**src/rtl/collapse_buffer.sv**
```systemverilog
// Age-ordered collapsing entry buffer: slot 0 holds the oldest live entry.
// A granted slot retires and every younger entry shifts down one place.
module collapse_buffer #(
   parameter int DATA = 8,
   parameter int DEPTH = 8,
   localparam int CNTW = $clog2(DEPTH + 1)
) (
   input  logic                        clk,
   input  logic                        reset,
   input  logic                        flush,
   input  logic                        we,
   input  logic [DATA-1:0]             wdata,
   output logic                        wready,
   input  logic                        re,
   input  logic [DEPTH-1:0]            grant,
   output logic [DEPTH-1:0]            valid_vec,
   output logic [DEPTH-1:0][DATA-1:0]  entry_data,
   output logic [CNTW-1:0]             count,
   output logic                        empty,
   output logic                        full
);

   localparam int IDXW = $clog2(DEPTH);

   logic [DEPTH-1:0][DATA-1:0] shifted;
   logic [DEPTH-1:0][DATA-1:0] nxt_data;
   logic [DEPTH-1:0]           nxt_valid;
   logic [IDXW-1:0]            k;
   logic [CNTW-1:0]            widx;
   logic [CNTW-1:0]            nxt_count;
   logic                       rm;
   logic                       wr;

   // Lowest set grant bit wins; thermometer valid makes it the oldest granted.
   always_comb begin
      k = '0;
      for (int i = DEPTH - 1; i >= 0; i--) begin
         if (grant[i]) k = IDXW'(i);
      end
   end

   always_comb begin
      rm = re && |(grant & valid_vec);
      wr = we && wready;
      widx = rm ? count - CNTW'(1) : count;
      nxt_count = count + CNTW'(wr) - CNTW'(rm);
   end

   always_comb begin
      shifted[DEPTH-1] = '0;
      for (int i = 0; i < DEPTH - 1; i++) begin
         shifted[i] = entry_data[i+1];
      end
   end

   // Shift first, then the new entry lands at the post-shift tail.
   always_comb begin
      nxt_data = entry_data;
      nxt_valid = '0;
      for (int i = 0; i < DEPTH; i++) begin
         if (rm && IDXW'(i) >= k) nxt_data[i] = shifted[i];
         if (wr && CNTW'(i) == widx) nxt_data[i] = wdata;
         nxt_valid[i] = CNTW'(i) < nxt_count;
      end
   end

   always_ff @(posedge clk) begin
      if (reset || flush) begin
         entry_data <= '0;
         valid_vec  <= '0;
         count      <= '0;
         empty      <= 1'b1;
         full       <= 1'b0;
         wready     <= 1'b1;
      end else begin
         entry_data <= nxt_data;
         valid_vec  <= nxt_valid;
         count      <= nxt_count;
         empty      <= nxt_count == '0;
         full       <= nxt_count == CNTW'(DEPTH);
         wready     <= nxt_count != CNTW'(DEPTH);
      end
   end

endmodule

```
**config.mk**
```make
export PLATFORM = sky130hd
export DESIGN_NAME = collapse_buffer
export DESIGN_NICKNAME = d
export VERILOG_FILES = /design/src/rtl/collapse_buffer.sv
export SDC_FILE = /design/constraint.sdc
export NUM_CORES = 1
export LEC_CHECK = 0
export CAP_MARGIN = 20
export CORE_ASPECT_RATIO = 0.7
export CORE_MARGIN = 2
export CORE_UTILIZATION = 28
export DETAILED_ROUTE_END_ITERATION = 6
export REMOVE_ABC_BUFFERS = 1
export SETUP_SLACK_MARGIN = 0.05
export SYNTH_ARGS = -nofsm -noshare
export SYNTH_HDL_FRONTEND = slang
export SYNTH_SLANG_ARGS = --single-unit
```
**constraint.sdc**
```tcl
create_clock -name clk -period 3.1 [get_ports clk]
set_input_delay 0.31 -clock clk [delete_from_list [all_inputs] [get_ports clk]]
set_output_delay 0.31 -clock clk [all_outputs]
set_load 0.02 [all_outputs]
```
Yosys cells after proc, flatten, opt, wreduce, memory -nomap -nowiden --
Index checks and enable logic that the tools add are counted.
Storage, ports and cells: register bits after elaboration 79, input port bits 21, output and inout port bits 79, word-level logic and storage cells 97
Operators by class: add/subtract/negate cells 3, magnitude comparators 16, equality and inequality tests 9, multiplexer cells 25, bitwise gates (word level) 1, reduce and logical (&&, ||, !) cells 30
Operators by type and width (number):
- $mux 8 | 16
- $mux 3 | 8
- $logic_and 1x1->1 | 18
- $eq 3x4->1 const A | 4
- $lt 3x4->1 const A | 4
- $reduce_bool 2->1 | 8
- $ge 3x3->1 const A | 4
- $and 8x8->8 | 1
- $eq 2x4->1 const A | 2
- $logic_not 4->1 | 2
- $lt 1x4->1 const A | 2
- $lt 2x4->1 const A | 2
- $reduce_or 8->1 | 1
- $ge 1x3->1 const A | 2
- $ge 2x3->1 const A | 2
- $add 4x1->4 | 1
- $eq 1x4->1 const A | 1
- $eq 4x4->1 const B | 1
- $mux 4 | 1
- $ne 4x4->1 const B | 1
- $sub 4x1->4 | 1
- $sub 4x1->4 const B | 1
- $logic_or 1x1->1 | 1

Logic depth before layout (Yosys ltp) --
Gate-level depths: netlist of run 1.
word-level depth 12, depth in mapped cells 16, gate-level depth less buffers 15

Worst setup path after synthesis of run 1 --
No wires, ideal clock.
kind reg2reg, start reg valid_vec[7], end reg valid_vec[0], setup time 0.134 ns, arrival 2.942 ns, required time 2.966 ns, setup slack 0.024 ns, cell stages (with the launch flop) 15, buffers on the path 1, clock period less this slack 3.076 ns, cells stage by stage dfxtp_1 buf_2 a22o_1 o41ai_4 inv_1 ha_1 inv_1 ha_1 inv_1 fa_1 xnor2_1 nor2_1 nor2_1 inv_1 or3_1
On the way: cells in the longest elaborated chain, start to end 5
RTL lines:
- start: declaration | RTL line 16 | output logic [DEPTH-1:0] valid_vec,
- start signal: assignment | RTL line 77 | valid_vec <= nxt_valid;
- $and 8x8->8 | RTL line 43 | rm = re && |(grant & valid_vec);
- $reduce_or 8->1 | RTL line 43
- $logic_and 1x1->1 | RTL line 43
- $sub 4x1->4 | RTL line 46 | nxt_count = count + CNTW'(wr) - CNTW'(rm);
- $lt 1x4->1 | RTL line 63 | nxt_valid[i] = CNTW'(i) < nxt_count;
Every way passes these cells. A chain may end at the register's enable or synchronous reset.

Worst setup path in the final report of run 1 --
start in grant[2], end reg valid_vec[0]
On the way: cells in the longest elaborated chain, start to end 5
RTL lines:
- start: declaration | RTL line 15 | input logic [DEPTH-1:0] grant,
- $and 8x8->8 | RTL line 43
- $reduce_or 8->1 | RTL line 43
- $logic_and 1x1->1 | RTL line 43
- $sub 4x1->4 | RTL line 46
- $lt 1x4->1 | RTL line 63
Every way passes these cells.

==> metrics.yaml, run 1 <==
gp_congestion: 0.799
slew_headroom: 0.422
drt_iter0_drc: 178
dieArea_um2: 14900
tns_ns: 0
pwr-share-comb: 0.430
fp.dieH_um: 103
synth_warnings: 0
grt_overflow: 0
clockBufferDepth: 2
min_path_cells: 2
crit_path_start: "grant[2]"
synth.yosys.seq_area_share: 0.399
path_class: "in -> reg"
hold_buffers: 0
r2r.worst_path.cells: 13
r2r_slack_ns: 0.19
core_um2: 13800
drive_gt1_frac: 0.160
drtPass1Iterations: 4
synth-edff-count: 0
intPower_mw: 2.50
synth_area_um2: 3910
wire_per_inst_um: 16.1
ys.flop_type: "dfxtp_1"
cts_max_level: 3
fmax_ghz: 0.343
ir_drop_mv: 0.255
path_max_fanout: 2
dp.cells: 689
placed_area_um2: 5150
place_worst_setup_slack_ns: -0.333
worstPathRequired_ns: 3.32
finalPower_mw: 3.93
rsz0062_at_grt: "false"
fill_cells: 1345
multiInputGateArea_um2: 2190
syn_avg_cell_area_um2: 9.63
drc: 0
fin_ws_ns: 0.188
track_usage: 0.153
holdWs_ns: 0.495
routed_wl_um: 11500
fin_cells: 710
fin_nets: 544
min_period_ns: 2.91
diodes: 0
synth-seq-cells: 78
crit_end: "valid_vec[0]"
synthToLayoutAreaGrowth_pct: 42.0
worstMarginPinSlew_ns: 0.865
root_buffer: "clkbuf_16"
hp-start: "entry_data[56]"
place_hpwl_um: 8580
dieWidth_um: 145
critPathArrivalTime_ns: 3.13
ant_nets: 0
maxCapViolCount: 0
clock_sinks: 78
cts_buffers: 9
fp-row-count: 36
period_share: 0.939
status: "completed"
power.switching_mw: 1.44
hold_viol_final: 0
power.density_nw_per_um2: 709
cts_tree: "built"
r2r-start: "valid_vec[4]"
place.port_buffers: 99
vias_per_cell: 4.83
r2r-end: "valid_vec[0]"
start_util: 0.284
mostFrequentLayoutCells: "95 x clkdlybuf4s50_1, 77 x dfxtp_1, 59 x mux2i_1, 50 x nor2_1, 34 x a211oi_1"
clk_pin_slew_ns: 0.06
finalSetupViolations: 0
hold_path_class: "reg -> reg"
clockPowerShare: 0.263
final_max_slew_viol_count: 0
ioPinCount: 100
vias: 3426
synth_cell_types: 46
grt_max_degree: 45
grt_pass1_vias: 3259
post-route-util: 0.403
grt_pass1_wl_um: 17900
synthCells: 406
async_flop_share: 0
seqPwrFrac: 0.308
leakage_nw: 2.06
final_common_cell: "clkdlybuf4s50_1"
seqCellArea_um2: 1560
antenna_found_initial: 0
final_cell_area_um2: 5550
cp-start-kind: "input pin"
setup.worst_path.end_class: "flip-flop"
finClkSkew_ns: 0.00684
sw_frac_of_total: 0.365
clk_latency_ns: 0.33
==> registers in the layout (all words and copies together), names as in the netlist <==
signal,count
count,3
entry_data,64
empty,1
valid_vec,8
full,1
wready,1
==> synth_stat cells (2+ instances only) <==
cell type | count | area [um^2]
o21ai_0 | 18 | 90.1
buf_2 | 5 | 25.0
xor2_1 | 2 | 17.5
xnor2_1 | 4 | 35.0
inv_1 | 13 | 48.8
nand2b_1 | 3 | 18.8
nand3b_1 | 2 | 15.0
nor2b_1 | 2 | 12.5
mux2i_1 | 59 | 591
nand2_1 | 8 | 30.0
dfxtp_1 | 78 | 1560
a32oi_4 | 2 | 55.1
buf_4 | 5 | 37.5
a21oi_1 | 26 | 130
clkbuf_1 | 13 | 48.8
nor4_1 | 3 | 18.8
or2_2 | 2 | 12.5
and2_1 | 2 | 12.5
nand3_1 | 10 | 50.1
ha_1 | 7 | 87.6
nor2_1 | 52 | 195
o21ai_2 | 5 | 43.8
buf_1 | 3 | 11.3
o31ai_1 | 3 | 22.5
o211ai_1 | 8 | 60.1
o41ai_4 | 2 | 55.1
a211oi_1 | 35 | 263
a211oi_2 | 8 | 100
o21ai_4 | 2 | 32.5
a22o_1 | 4 | 35.0
buf_6 | 5 | 56.3
==> worst min-delay path by stage <==
stage | to | slack [ns]
after floorplan | entry_data[56] | 0.49
after global placement | entry_data[63] | 0.49
after detailed placement | entry_data[56] | 0.49
after CTS | entry_data[56] | 0.50
after global routing | entry_data[59] | 0.53
final | entry_data[56] | 0.50
==> cell families after synthesis <==
family          Yosys count  share of synthesized area
fa+ha+maj                 8                     0.0275
buf+inv                  44                     0.0582
compound gates          121                      0.244
flops                    78                      0.399
simple gates             90                      0.106
mux                      59                      0.151
xor+xnor                  6                     0.0134
==> critical path, cell delays in order <==
cell and delay (ns):
clkdlybuf4s50_1 0.42, a22o_1 0.25, o41ai_4 0.31, inv_1 0.10, ha_1 0.31, inv_2 0.07
ha_4 0.13, inv_2 0.04, fa_2 0.37, xnor2_2 0.19, nor2_2 0.06, nor2_2 0.12
inv_1 0.07, or3_4 0.38
==> layer usage <==
metal	vias up	global-route usage	wire, um
li1	1694	-	-
met2	82	0.243	5120
met1	1638	0.203	5580
met4	0	0.0468	158
met3	12	0.0447	592
met5	-	0	0
==> power by group through the flow <==
stage / Combinational (mW) / Sequential (mW) / Clock (mW)
finish: 1.69 / 1.21 / 1.03
floorplan: 0.852 / 1.35 / 0
CTS: 1.61 / 1.21 / 1.05
detailed placement: 1.58 / 1.23 / 0
global placement: 1.55 / 1.23 / 0
global route: 1.82 / 1.23 / 1.09
==> cell type report <==
class / instances / share of cell area
well taps: 190 / 0.0428
flip-flops and latches: 78 / 0.281
clock buffers: 10 / 0.0412
inverters: 13 / 0.00879
clock inverters: 6 / 0.0113
repair buffers: 129 / 0.221
multi-input cells: 284 / 0.394
==> timing repair <==
action	4_1_cts	5_1_grt
setup endpoints to repair	2	26
setup buffers	3	2
hold endpoints to repair	0	0
gates resized for setup	1	17
pin swaps	6	10
(Power assumes the default switching activity.)
==> run 2: changes to the inputs <==
SLEW_MARGIN = 5   (was default)
==> results of run 2 <==
Same layout as run 1: the final DEF is identical, and so are final timing and power.
==> RTL edit 1 (config.mk and constraints of run 2) <==
`DATA`: 8 -> 4.
--- a/src/rtl/collapse_buffer.sv
+++ b/src/rtl/collapse_buffer.sv
@@ -1,7 +1,7 @@
 // Age-ordered collapsing entry buffer: slot 0 holds the oldest live entry.
 // A granted slot retires and every younger entry shifts down one place.
 module collapse_buffer #(
-   parameter int DATA = 8,
+   parameter int DATA = 4,
    parameter int DEPTH = 8,
    localparam int CNTW = $clog2(DEPTH + 1)
 ) (
Ports: changed (resized entry_data and wdata); port bits go from 100 to 64. The function was not compared with the original's and may differ.
==> RTL edit 1 against run 2 <==
Sequential cell count fell by 32; power fell by 37%; utilization rose by 1.6 points; worst setup slack got worse by 2.6 ps; via count fell by 26%; register-to-register slack improved by 140 ps; routed wire length fell by 31%; non-clock buffer count fell by 42; final area fell by 35%; sequential share of layout area fell by 2.6 points; area after synthesis fell by 36%; highest routed layer unchanged; largest cell class unchanged.
==> RTL edit 1: results (changes against run 2) <==
* Buffers on Ports: 63 (-36%)
- Initial detailed-routing violation count: 279 (+57%)
- Data arrival time at the worst-slack endpoint: 3070 ps (-60 ps)
- The met1 usage came to 0.262 (+0.0592).
- The total via count after detailed routing was 2551 (-26%).
* Synth unique cells: 48 (+4.3%)
- Int Power: 1550 uW (-38%)
- The startpoint identified for the worst hold timing path is entry_data[0]$_SDFFE_PP0P_.
- The sum of routed wire segments on met1 came to 4080 um (-27%).
- The most critical setup path has its startpoint at grant[5].
- The number of maximum-capacitance constraint violations is 0 (unchanged).
- Worst Path Max Fanout: 2 (unchanged)
- Counting instances in the post-synthesis netlist gives the leading cell types as 46 x sky130_fd_sc_hd__dfxtp_1, 26 x sky130_fd_sc_hd__a21oi_1, 23 x sky130_fd_sc_hd__mux2i_1.
- The worst max-slew margin expressed relative to the limit came to 0.528 (+0.106).
* VDD IR max: 0.000253 V (-0.98%)
* Instance count of the mapped netlist: 281 (-31%)
- The layout net count was 387 (-29%).
* Proportion of register bits with asynchronous set or reset after synthesis: 0 (unchanged)
- Path category of the worst min-delay check: reg -> reg
- Antenna diode instance count: 0 (unchanged)
- The proportion of layout cells with a drive suffix above 1 came to 0.116 (-0.0439).
* First-pass iteration count of the detailed router: 5 (+1)
* Vias in the first global route: 2357 (-28%)
- HPWL reported at the end of detailed placement: 6100 um (-29%)
- In this run the critical register-to-register path is launched from valid_vec[5]$_SDFF_PP0_.
- The count of warnings emitted by yosys was 0 (unchanged).
- Routed length on met2: 3200 um (-38%)
* Met2 track demand over resource in global routing: 0.222 (-0.0214)
* Post-Place Cells: 473 (-31%)
- CTS H-tree lvls: 2 (-1)
- The fraction of the yosys area taken by sequential cells came to 0.367 (-0.0318).
* Mean routed wirelength per cell: 16.4 um (+1.3%)
* Grt met3 use: 0.0343 (-0.0104)
- Longest Clk Path Bufs: 2 (unchanged)
- The routability congestion estimate was 0.817 (+2.2%).
- The largest registers in the layout are entry_data (32), valid_vec (8), count (3).
- Signal routing reaches up to met4.
* Main area contributors after synthesis: sky130_fd_sc_hd__dfxtp_1 37%, sky130_fd_sc_hd__mux2i_1 9.2%, sky130_fd_sc_hd__a21oi_1 5.2%
- Root buffer cell: sky130_fd_sc_hd__clkbuf_16
- The number of buffers added by the clock tree synthesis step was 5 (-4).
- In the synthesized netlist the dominant register cell turns out to be sky130_fd_sc_hd__dfxtp_1.
* Global-route wire length before repair: 12500 um (-30%)
- Fin Clk Skew: 7.72 ps (+0.871 ps)
* Pin count of the biggest net entering global routing: 25 (-44%)
- The number of standard cells in the final layout excluding fillers was 483 (-32%).
- Clock-pin slew on the worst setup and hold paths: 60 ps (about the same)
- Later-pin clock latency in the skew report: 290 ps (-40 ps)
* Initial antenna violation count: 0 (unchanged)
- Leak Pwr: 0.00135 uW (-35%)
* Routed length on met3: 543 um (-8.3%)
* Status: finished clean
- The overall fraction of global-route tracks in use was 0.164 (+0.0116).
RTL edit 1: cell types whose count changed after synthesis, moves of 7 or more:
cell,delta
sky130_fd_sc_hd__mux2i_1,-36
sky130_fd_sc_hd__a211oi_1,-24
sky130_fd_sc_hd__nand3_1,+9
sky130_fd_sc_hd__nor2_1,-43
sky130_fd_sc_hd__dfxtp_1,-32
sky130_fd_sc_hd__nand4_1,+7
sky130_fd_sc_hd__o211ai_1,-8
sky130_fd_sc_hd__nand2_1,+11
RTL edit 1: critical path, stage by stage:
cell                              delay, ps
sky130_fd_sc_hd__clkdlybuf4s50_1        430
sky130_fd_sc_hd__a22o_1                 260
sky130_fd_sc_hd__o41ai_4                380
sky130_fd_sc_hd__inv_1                  100
sky130_fd_sc_hd__ha_1                   290
sky130_fd_sc_hd__inv_1                   50
sky130_fd_sc_hd__ha_2                   170
sky130_fd_sc_hd__fa_2                   330
sky130_fd_sc_hd__xnor2_1                150
sky130_fd_sc_hd__nand2_1                 80
sky130_fd_sc_hd__inv_1                   50
sky130_fd_sc_hd__or4_1                  470
RTL edit 1: power by group through the flow:
stage               Sequential [uW]  Clock [uW]  Combinational, uW
floorplan                       835           0                539
global placement                741           0               1080
detailed placement              739           0               1090
CTS                             727         620               1100
global route                    735         643               1230
finish                          723         608               1140
RTL edit 1: logic make-up (layout without fill, tap and decap cells):
family,Yosys count,count (layout),synth area share
compound gates,87,87,0.251
simple gates,88,88,0.188
flops,46,46,0.367
fa+ha+maj,8,8,0.0429
xor+xnor,6,6,0.0210
buf+inv,23,105,0.0379
mux,23,23,0.0919
RTL edit 1: through the flow:
step | area (um^2) | hold WS (ps) | setup WS (ps)
after floorplan | 2450 | 466 | -2010
after detailed placement | 3400 | 502 | -232
after global routing | 3600 | 545 | 26.4
final | 3600 | 510 | 186
after CTS | 3560 | 511 | 66.8
after global placement | 3400 | 493 | -155
RTL edit 1: layout make-up:
| type | instances | area (um^2) |
|---|---|---|
| Clock buffer | 7 | 133 |
| Inverter | 10 | 37.5 |
| Fill cell | 840 | 4980 |
| Clock inverter | 1 | 30.0 |
| Multi-Input combinational cell | 212 | 1510 |
| Timing Repair Buffer | 87 | 813 |
| Tap cell | 120 | 150 |
| Sequential cell | 46 | 921 |
RTL edit 1: final timing paths:
check	to	slack, ps	cells after the start
hold / removal	entry_data[0]$_SDFFE_PP0P_	510	2
setup / recovery	valid_vec[0]$_SDFF_PP0_	190	12
hold reg to reg	entry_data[0]$_SDFFE_PP0P_	510	2
setup reg to reg	valid_vec[0]$_SDFF_PP0_	330	11
RTL edit 1: timing repair:
item | in CTS | in global routing
setup endpoints to repair | 0 | 3
buffers inserted | 0 | 2
resized for setup | 0 | 4
==> RTL edit 2 (settings of run 2) <==
Without the edit above. Register the output `count` once more, without a reset; this adds one clock of latency there. The other outputs are not delayed to match.
--- a/src/rtl/collapse_buffer.sv
+++ b/src/rtl/collapse_buffer.sv
@@ -22,6 +22,8 @@
 
    localparam int IDXW = $clog2(DEPTH);
 
+   logic [CNTW-1:0] count_s0;
+
    logic [DEPTH-1:0][DATA-1:0] shifted;
    logic [DEPTH-1:0][DATA-1:0] nxt_data;
    logic [DEPTH-1:0]           nxt_valid;
@@ -42,8 +44,8 @@
    always_comb begin
       rm = re && |(grant & valid_vec);
       wr = we && wready;
-      widx = rm ? count - CNTW'(1) : count;
-      nxt_count = count + CNTW'(wr) - CNTW'(rm);
+      widx = rm ? count_s0 - CNTW'(1) : count_s0;
+      nxt_count = count_s0 + CNTW'(wr) - CNTW'(rm);
    end
 
    always_comb begin
@@ -68,19 +70,23 @@
       if (reset || flush) begin
          entry_data <= '0;
          valid_vec  <= '0;
-         count      <= '0;
+         count_s0   <= '0;
          empty      <= 1'b1;
          full       <= 1'b0;
          wready     <= 1'b1;
       end else begin
          entry_data <= nxt_data;
          valid_vec  <= nxt_valid;
-         count      <= nxt_count;
+         count_s0   <= nxt_count;
          empty      <= nxt_count == '0;
          full       <= nxt_count == CNTW'(DEPTH);
          wready     <= nxt_count != CNTW'(DEPTH);
       end
    end
 
+   always_ff @(posedge clk) begin
+      count <= count_s0;
+   end
+
 endmodule
 
Function: changed (a bounded check fails within 4 cycles, from zero or initial values).
==> RTL edit 2 against run 2 <==
Critical path depth stayed put; power increased by 4.5%; via count increased by 1.7%; routed wire length up 6.9%; worst setup slack worse by 17 ps; sequential power is 5% higher; count of clock-buffer cells in the layout unchanged; final area grew 2.1%; area after synthesis increased by 1.4%; sequential cell count rose by 4; largest power group unchanged; highest routed layer unchanged.
==> RTL edit 2: results (changes against run 2) <==
- The post-detailed-route wirelength per cell is 17.2 um (+6.5%).
- The total of buffers placed on input and output ports came to 99 (unchanged).
- The pre-CTS setup slack came to -380 ps (-46.1 ps).
* Mapped Avg Cell Area: 9.77 um^2 (+1.4%)
* Vias in the first global route: 3613 (+11%)
- Yosys attributes the largest share of cell area to sky130_fd_sc_hd__dfxtp_1 41%, sky130_fd_sc_hd__mux2i_1 15%, sky130_fd_sc_hd__a211oi_2 7.6%.
* Hold Crit Depth: 2 (unchanged)
- Data arrival time at the worst-slack endpoint: 3140 ps (about the same)
- Hold slack final: 485 ps (-9.82 ps)
- The maximum number of pins on one net before global-route repair is 43 (-4.4%).
* Detailed-route vias per instance: 4.88 (+1.2%)
- The proportion of layout cells with a drive suffix above 1 is 0.191 (+0.0316).
* Sequential-to-total area share from yosys stat: 0.414 (+0.0148)
* Synth unique cells: 39 (-15%)
* Status: finished clean
- The cell count after placement was 692 (+0.44%).
* Start of the worst register-to-register path: valid_vec[1]$_SDFF_PP0_
* Worst Path Max Fanout: 2 (unchanged)
* Root buffer cell: sky130_fd_sc_hd__clkbuf_16
- Final Wtd Congestion: 0.815 (+2.0%)
- HPWL reported at the end of detailed placement: 9030 um (+5.3%)
* Synthesis Warnings: 0 (unchanged)
* Congestion Overflow GR: 0 (unchanged)
- Initial detailed-routing violation count: 175 (-1.7%)
* Antenna diode instance count: 0 (unchanged)
- Overall global routing resource usage: 0.162 (+0.00914)
- The detailed-routing iteration count for the pre-antenna-repair pass came to 4 (unchanged).
- Global-route wire length before repair: 19300 um (+8.3%)
* Logic depth of the worst register-to-register path: 13 (unchanged)
- Inserted Clock Buffers: 9 (unchanged)
- The clock tree skew after final layout is 11.1 ps (+4.22 ps).
- CTS H-tree lvls: 3 (unchanged)
* Initial antenna violation count: 0 (unchanged)
- Registers with the highest flip-flop counts: entry_data (64), valid_vec (8), count (4)
* Proportion of register bits with asynchronous set or reset after synthesis: 0 (unchanged)
* Post-CTS Setup Repair Bufs: 5 (+2)
- The most critical setup path has its startpoint at grant[2].
- The total wire length after detailed routing came to 12200 um (+6.9%).
- The path with the worst hold slack has its endpoint at entry_data[61]$_SDFFE_PP0P_.
- The static leakage was 0.00208 uW (+0.62%).
* CP Capture Point: valid_vec[0]$_SDFF_PP0_
* Path category of the worst min-delay check: reg -> reg
- The layout net count was 547 (+0.55%).
* Largest stage delay, worst path: about 430 ps
* Resized Gates After CTS: 3 (+2)
- The startpoint identified for the worst hold timing path is entry_data[61]$_SDFFE_PP0P_.
- Area of placed instances: 5270 um^2 (+2.2%)
* VDD IR max: 0.000292 V (+14%)
- Ranking of synthesized cells by instance count: 82 x sky130_fd_sc_hd__dfxtp_1, 60 x sky130_fd_sc_hd__mux2i_1, 48 x sky130_fd_sc_hd__nor2_1
* Slew headroom: 0.383 (-0.0389)
[RTL edit 2: cell count changes in the layout (fill, tap and decap cells not counted), moves of 3 or more]
| cell | change |
|---|---|
| sky130_fd_sc_hd__clkinv_2 | -3 |
| sky130_fd_sc_hd__dfxtp_1 | +5 |
| sky130_fd_sc_hd__a211oi_2 | +18 |
| sky130_fd_sc_hd__nor2_1 | -4 |
| sky130_fd_sc_hd__o21ai_0 | -3 |
| sky130_fd_sc_hd__a211oi_1 | -17 |
| sky130_fd_sc_hd__buf_4 | +3 |
| sky130_fd_sc_hd__o21ai_4 | -3 |
| sky130_fd_sc_hd__a21oi_1 | +3 |
| sky130_fd_sc_hd__o21ai_1 | +6 |
[RTL edit 2: layout make-up]
type	instances	area [um^2]
inverters	12	47.5
clock inverters	6	71.3
multi-input cells	281	2180
repair buffers	132	1250
clock buffers	10	239
flip-flops and latches	82	1640
fillers	1369	8210
well taps	190	238
[RTL edit 2: per-layer routing]
metal	GRT usage	routed length (um)	share of wire
met4	0.0381	131	0.011
met3	0.0441	689	0.056
met1	0.232	6440	0.53
met2	0.242	4990	0.41
met5	0	0	0
[RTL edit 2: cell families (layout without fill, tap and decap cells)]
kind of cell | after synthesis | after routing | share of synthesized area
xor+xnor | 4 | 4 | 0.00883
simple gates | 87 | 87 | 0.0978
compound gates | 122 | 122 | 0.254
mux | 60 | 60 | 0.151
fa+ha+maj | 8 | 8 | 0.0271
flops | 82 | 82 | 0.414
buf+inv | 43 | 160 | 0.0464
[RTL edit 2: power by group]
part,leakage [uW],internal [uW],total (uW),switching (uW)
logic,0.00127,793,1750,953
clock network,0.000146,653,1100,447
registers,0.000664,1180,1270,85.5
total,0.00208,2630,4110,1480
